[src/rtl/lvds_link_controller.sv]
// 7:1 LVDS link sequencer: power-up, training, then RGB666 packing
// into three FPD-Link data lanes plus the clock lane.
module lvds_link_controller #(
  parameter int PWRUP_CYCLES = 64,
  parameter int TRAIN_WORDS  = 1024,
  parameter int UF_W         = 16
) (
  input  logic            clk,
  input  logic            rst,
  input  logic            en,
  input  logic            pix_valid,
  output logic            pix_ready,
  input  logic [17:0]     pix_rgb,
  input  logic            pix_hs,
  input  logic            pix_vs,
  input  logic            pix_de,
  output logic [6:0]      lane0,
  output logic [6:0]      lane1,
  output logic [6:0]      lane2,
  output logic [6:0]      lane_clk,
  output logic            link_up,
  output logic [UF_W-1:0] uf_count
);

  typedef enum logic [1:0] {
    S_OFF,
    S_PWRUP,
    S_TRAIN,
    S_ACTIVE
  } state_t;

  localparam logic [6:0]  CLK_WORD   = 7'b1100011;
  localparam logic [6:0]  TRAIN_WORD = 7'b1110000;
  localparam logic [15:0] PWRUP_LD   = 16'(PWRUP_CYCLES - 1);
  localparam logic [15:0] TRAIN_LD   = 16'(TRAIN_WORDS - 1);

  state_t          state_q, state_d;
  logic [15:0]     cnt_q, cnt_d;
  logic [6:0]      lane0_q, lane0_d;
  logic [6:0]      lane1_q, lane1_d;
  logic [6:0]      lane2_q, lane2_d;
  logic [6:0]      lane_clk_q, lane_clk_d;
  logic            last_hs_q, last_hs_d;
  logic            last_vs_q, last_vs_d;
  logic [UF_W-1:0] uf_q, uf_d;

  logic [5:0] r, g, b;
  assign r = pix_rgb[17:12];
  assign g = pix_rgb[11:6];
  assign b = pix_rgb[5:0];

  always_comb begin
    state_d    = state_q;
    cnt_d      = cnt_q;
    lane0_d    = '0;
    lane1_d    = '0;
    lane2_d    = '0;
    lane_clk_d = '0;
    last_hs_d  = last_hs_q;
    last_vs_d  = last_vs_q;
    uf_d       = uf_q;
    unique case (state_q)
      S_OFF: begin
        if (en) begin
          state_d = S_PWRUP;
          cnt_d   = PWRUP_LD;
        end
      end
      S_PWRUP: begin
        lane_clk_d = CLK_WORD;
        if (cnt_q == '0) begin
          state_d = S_TRAIN;
          cnt_d   = TRAIN_LD;
        end else begin
          cnt_d = cnt_q - 16'd1;
        end
      end
      S_TRAIN: begin
        lane_clk_d = CLK_WORD;
        lane0_d    = TRAIN_WORD;
        lane1_d    = TRAIN_WORD;
        lane2_d    = TRAIN_WORD;
        if (cnt_q == '0) begin
          state_d = S_ACTIVE;
        end else begin
          cnt_d = cnt_q - 16'd1;
        end
      end
      S_ACTIVE: begin
        lane_clk_d = CLK_WORD;
        if (pix_valid) begin
          lane0_d   = {g[0], r};
          lane1_d   = {b[1:0], g[5:1]};
          lane2_d   = {pix_de, pix_vs, pix_hs, b[5:2]};
          last_hs_d = pix_hs;
          last_vs_d = pix_vs;
        end else begin
          lane2_d = {1'b0, last_vs_q, last_hs_q, 4'b0000};
          // a starved cycle on the disable edge is not an underflow
          if (en && uf_q != '1) begin
            uf_d = uf_q + UF_W'(1);
          end
        end
      end
      default: state_d = S_OFF;
    endcase
    if (!en && state_q != S_OFF) begin
      state_d = S_OFF;
      cnt_d   = '0;
    end
  end

  always_ff @(posedge clk or negedge rst) begin
    if (!rst) begin
      state_q    <= S_OFF;
      cnt_q      <= '0;
      lane0_q    <= '0;
      lane1_q    <= '0;
      lane2_q    <= '0;
      lane_clk_q <= '0;
      last_hs_q  <= 1'b0;
      last_vs_q  <= 1'b0;
      uf_q       <= '0;
    end else begin
      state_q    <= state_d;
      cnt_q      <= cnt_d;
      lane0_q    <= lane0_d;
      lane1_q    <= lane1_d;
      lane2_q    <= lane2_d;
      lane_clk_q <= lane_clk_d;
      last_hs_q  <= last_hs_d;
      last_vs_q  <= last_vs_d;
      uf_q       <= uf_d;
    end
  end

  assign pix_ready = (state_q == S_ACTIVE);
  assign link_up   = (state_q == S_ACTIVE);
  assign lane0     = lane0_q;
  assign lane1     = lane1_q;
  assign lane2     = lane2_q;
  assign lane_clk  = lane_clk_q;
  assign uf_count  = uf_q;

endmodule
[config.mk]
export PLATFORM = sky130hd
export DESIGN_NAME = lvds_link_controller
export DESIGN_NICKNAME = d
export VERILOG_FILES = /design/src/rtl/lvds_link_controller.sv
export SDC_FILE = /design/constraint.sdc
export NUM_CORES = 1
export LEC_CHECK = 0
export CAP_MARGIN = 20
export CORE_MARGIN = 2
export CORE_UTILIZATION = 44
export DETAILED_ROUTE_END_ITERATION = 10
export HOLD_SLACK_MARGIN = 0.08
export PLACE_DENSITY_LB_ADDON = 0.2
export SLEW_MARGIN = 20
export SYNTH_ARGS = -nofsm -noshare
export SYNTH_HDL_FRONTEND = slang
export SYNTH_SLANG_ARGS = --single-unit
[constraint.sdc]
create_clock -name clk -period 2 [get_ports clk]
set_input_delay 0.3 -clock clk [delete_from_list [all_inputs] [get_ports clk]]
set_output_delay 0.3 -clock clk [all_outputs]
set_load 0.1 [all_outputs]
* Word-level counts from Yosys, hierarchy flattened
Cells that the tools add are included.
Word-level totals: input bits 25, ROM bits 0, bits in latches 0, bits in writable memories 0, bits in registers 64, memories kept 0, output and inout port bits 46, logic and storage cells 49
Cells by class: multipliers 0, bitwise logic cells 1, $add $sub $neg 2, equal/unequal tests 8, magnitude comparators 0, shift-type cells 0, div/mod/pow operators 0, multiplexer cells 17, reductions and logical operators 12
Operators with widths (count):
- 16-bit 2-to-1 mux | 4
- 16-bit case mux with 3 select lines | 1
- 7-bit case mux with 2 select lines | 3
- 7-bit 2-to-1 mux | 4
- 16-bit by 1-bit adder with 16-bit output, second input constant | 1
- 16-bit zero test | 1
- 16-bit != test, second input constant | 1
- 16-bit by 1-bit subtractor with 16-bit output, second input constant | 1
- 3-bit != test, second input constant | 4
- 2-bit 2-to-1 mux | 4
- 2-bit case mux with 3 select lines | 1
- 3-bit AND reduction | 2
- 2-bit == test, second input constant | 2
- 4-bit AND reduction | 1
- 4-bit nonzero test | 1
- 3-bit OR reduction | 1
- 2-bit by 1-bit == test with 1-bit output, second input constant | 1
- 1-bit logical AND | 2
- 2-bit zero test | 1
- 2-bit AND reduction | 1
- 2-bit nonzero test | 1
- 1-bit zero test | 1
- 1-bit NOT | 1

* Logic depth before layout (Yosys ltp)
word-level depth 4, mapped depth 9, depth with buffers taken out 7

* Least setup slack after synthesis
Ideal clock, no wire load.
path type reg-to-reg, from register state_q[0], to register uf_q[13], in the netlist uf_count[13], path slack -0.513 ns, required time 1.841 ns, data arrival time 2.354 ns, stages on the path, launching flop included 7, library setup time 0.159 ns, cells stage by stage dfrtp_1 > ha_1 > and3b_1 > nand3_1 > a31oi_1 > nand4_1 > xnor2_1
On the way: word-level cells in the longest chain between the ends 2
Ends and longest elaborated chain:
- start: declaration | line 37 | state_t state_q, state_d;
- start signal: assignment | line 125 | state_q <= state_d;
- 2-bit == test
- via link_up | line 21 | output logic link_up,
- 3-bit AND reduction (no source line)
- end signal: assignment | line 133 | uf_q <= uf_d;
- end: declaration | line 45 | logic [UF_W-1:0] uf_q, uf_d;
The timed path passes the listed nets, and every way through them passes these cells. A chain may end at the register's enable or synchronous reset.

* Worst setup path in the final report
from register cnt_q[0], to register cnt_q[7]
On the way: word-level cells in the longest chain between the ends 4, elaborated cells between the ends (all ways) 8, classes of those cells add/sub (1); eq/ne (1); mux (4); reduce/logical (2)
Ends and longest elaborated chain:
- start: declaration | line 38 | logic [15:0] cnt_q, cnt_d;
- start signal: assignment | line 126 | cnt_q <= cnt_d;
- 16-bit by 1-bit subtractor with 16-bit output or 16-bit zero test (tied branches)
- 16-bit 2-to-1 mux, on equally long branches | line 83, 71
- 16-bit case mux with 3 select lines | line 62 | unique case (state_q)
- 16-bit 2-to-1 mux | line 107 | if (!en && state_q != S_OFF) begin
Several ways; a longest one is shown, not always the timed one. The select of a mux whose other input is x is not followed.

==> flow_summary.ini <==
[global_route]
grt_use_met2 = 0.343
use_met1 = 0.260
grt_pass1_vias = 2506
antenna_found_initial = 0
grt_use_total = 0.207
top_usage_layer = met2
grt_util_met3 = 0.0580
overflow = 0
grt_pass1_wl_mm = 11.7
grt_max_degree = 59

[worst_setup_path]
crit_fanout = 3
crit_path_start_kind = register
regToRegEndpoint = cnt_q[7]$_DFFE_PN0P_
required_ps = 2220
r2r_start = cnt_q[0]$_DFFE_PN0P_
worstSetupEndpointType = register
regToRegSetupSlack_ps = 20
worstSetupPathType = register to register
worst-r2r-cell-count = 5
cp.arrival_ps = 2200

[route]
drt-vias-per-instance = 5.31
totalWireLength_mm = 7.01
ant_nets = 0
drc = 0
first_pass_iters = 4
drt_iter0_drc = 167
vias = 2474
wl_per_cell_microns = 15.0

[layout]
antenna_cells = 0
design_area_sq_um = 4180
stdcell_count = 466
syn2layout_area_growth_pct = 47.6
nets = 416
layout-drive-gt1-share = 0.406

[synth]
synthSimpleGateAreaFrac = 0.206
syn_inst = 271
ys_top_cells_by_count = 58 x dfrtp_1, 22 x nand2_1, 16 x and3_1, 16 x nor2_1, 15 x a21oi_1
muxShareOfSynthArea = 0.0195
synth_area_sq_um = 2830
synth_top_family_by_area = simple AND/OR/NAND/NOR gates
synth_top_cell_by_area = dfrtp_1
synth_edf_count = 0
synth_area_per_cell_sq_um = 10.4
synth-compound-area-share = 0.139
synthXorXnorAreaFrac = 0.0464
synth-adder-area-share = 0.0310
ys_seq_area_frac = 0.513
synth_top_area_share = 0.513
ys_top_cells_by_area = dfrtp_1 51%, and3_1 3.5%, xnor2_1 3.4%, ha_1 3.1%, nand2_1 2.9%
synth_cell_types = 50
synth-main-ff-cell = dfrtp_1
yosys.cell_count.top_type = dfrtp_1
synth_warnings = 0
ys_seq_elements = 58
async_reset_ff_frac = 1.00

[timing]
tightest_slew_ps = 600
slew_headroom = 0.597
fmax_mhz = 505
finalMaxSlewViolations = 0
fin_ws_ps = 19.6
fin_crit_sh = 0.990
fin_skew_ps = 7.65
hold_viol_final = 0
fin_setup_tns_ps = 0
rsz0062_at_grt = yes
setup-violations-final = 0
fin_crit_ps = 1980

[cts]
clk_latency_ps = 340
clkSlewWorstSetupHoldPaths_ps = 60
htree_levels = 3
clkSinkCount = 58
cts-root-buf = clkbuf_8
cts_max_path_buffers = 2
cts_tree = yes
cts_made_buffers = 9

[placed_design]
place_inst = 437
port_buffers = 67
dp_hpwl_mm = 4.88
dp_slack_ps = -91.1
place_congestion = 0.875
place_area_sq_um = 3730

[min_path]
hold_path_class = register to register
worstHoldPathCells = 1
min_to = uf_count[14]$_DFFE_PN0P_
hp-start = uf_count[14]$_DFFE_PN0P_

[die]
dieWidth_microns = 84.2
die_y_microns = 84.2
rows = 29
boundaryPins = 71
start_util = 0.451
die-area_sq_um = 7090
core_area_sq_um = 6280

[job]
maxCapViolCount = 0

[power]
powerDensity_nw_per_um2 = 1750
vdd_drop_max_mv = 1.26
finalPower_mw = 7.30
power.leakage_nw = 2.03

[run_status]
status = finished clean
[layout by cell type (no fill, tap or decap), types with 9 or more instances in the layout]
cell	instances
a21o_1	9
nand2_1	21
dfrtp_1	42
and3_1	16
dfrtp_2	16
xnor2_1	11
a21oi_1	10
buf_4	85
nor2_1	15
clkbuf_8	10
clkdlybuf4s50_1	23
nand3_1	9
[what timing repair did]
item	in CTS	in global routing
hold endpoints to repair	58	0
cloned	0	1
setup endpoints to repair	9	17
resized for setup	4	32
pin swaps	1	14
hold buffers	1	0
buffers inserted	2	9
[worst max-delay path by stage]
stage | start | endpoint | slack [ps] | cells past startpoint
6_report | cnt_q[0]$_DFFE_PN0P_ | cnt_q[7]$_DFFE_PN0P_ | 20 | 5
5_1_grt | cnt_q[1]$_DFFE_PN0P_ | cnt_q[14]$_DFFE_PN0P_ | -70 | 8
3_3_place_gp | cnt_q[0]$_DFFE_PN0P_ | cnt_q[14]$_DFFE_PN0P_ | -20 | 8
2_1_floorplan | state_q[0]$_DFFE_PN0P_ | cnt_q[11]$_DFFE_PN0P_ | 20 | 6
4_1_cts | cnt_q[0]$_DFFE_PN0P_ | cnt_q[14]$_DFFE_PN0P_ | 30 | 8
3_5_place_dp | cnt_q[0]$_DFFE_PN0P_ | cnt_q[14]$_DFFE_PN0P_ | -90 | 8
[per-stage QoR]
| step | hold WS, ps | util |
|---|---|---|
| CTS | 485 | 0.637 |
| global route | 500 | 0.665 |
| detailed placement | 327 | 0.594 |
| floorplan | 4.41 | - |
| global placement | 327 | 0.594 |
| finish | 482 | 0.665 |
[registers in the layout, indices dropped and copies added (netlist names)]
signal / flops
cnt_q: 16
lane0: 7
lane1: 7
lane2: 7
lane_clk: 1
last_hs_q: 1
last_vs_q: 1
state_q: 2
uf_count: 16
[kinds of logic after synthesis]
logic type | count (synthesis)
flip-flops | 58
XOR/XNOR | 15
buffers and inverters | 23
AO/OA/AOI/OAI | 61
AND/OR/NAND/NOR | 101
adder cells (fa/ha/maj) | 7
other | 1
multiplexers | 5
[per-layer routing]
layer,up-vias,part of all wire
li1,1202,-
met1,1211,0.44
met2,57,0.51
met3,4,0.043
met4,0,0.0074
met5,-,0
[where the power goes]
part / leakage [nW] / switching (mW) / internal, mW
sequential: 0.752 / 0.277 / 1.48
combinational: 1.17 / 2.83 / 1.52
clock: 0.109 / 0.464 / 0.731
total: 2.03 / 3.57 / 3.73
[area by class of cell]
class / count / area [sq um]
Multi-Input combinational cell: 192 / 1400
Clock inverter: 5 / 77.6
Inverter: 8 / 30.0
Sequential cell: 58 / 1470
Tap cell: 77 / 96.3
Timing Repair Buffer: 115 / 960
Fill cell: 504 / 2100
Clock buffer: 11 / 141
[critical path, stage by stage (launching register included)]
cell and delay [ps]:
dfrtp_1 390, buf_4 150, or4_1 560, o41ai_1 400, nand3_1 140, a22o_2 230
No activity file was read; power rests on OpenSTA's default activity.
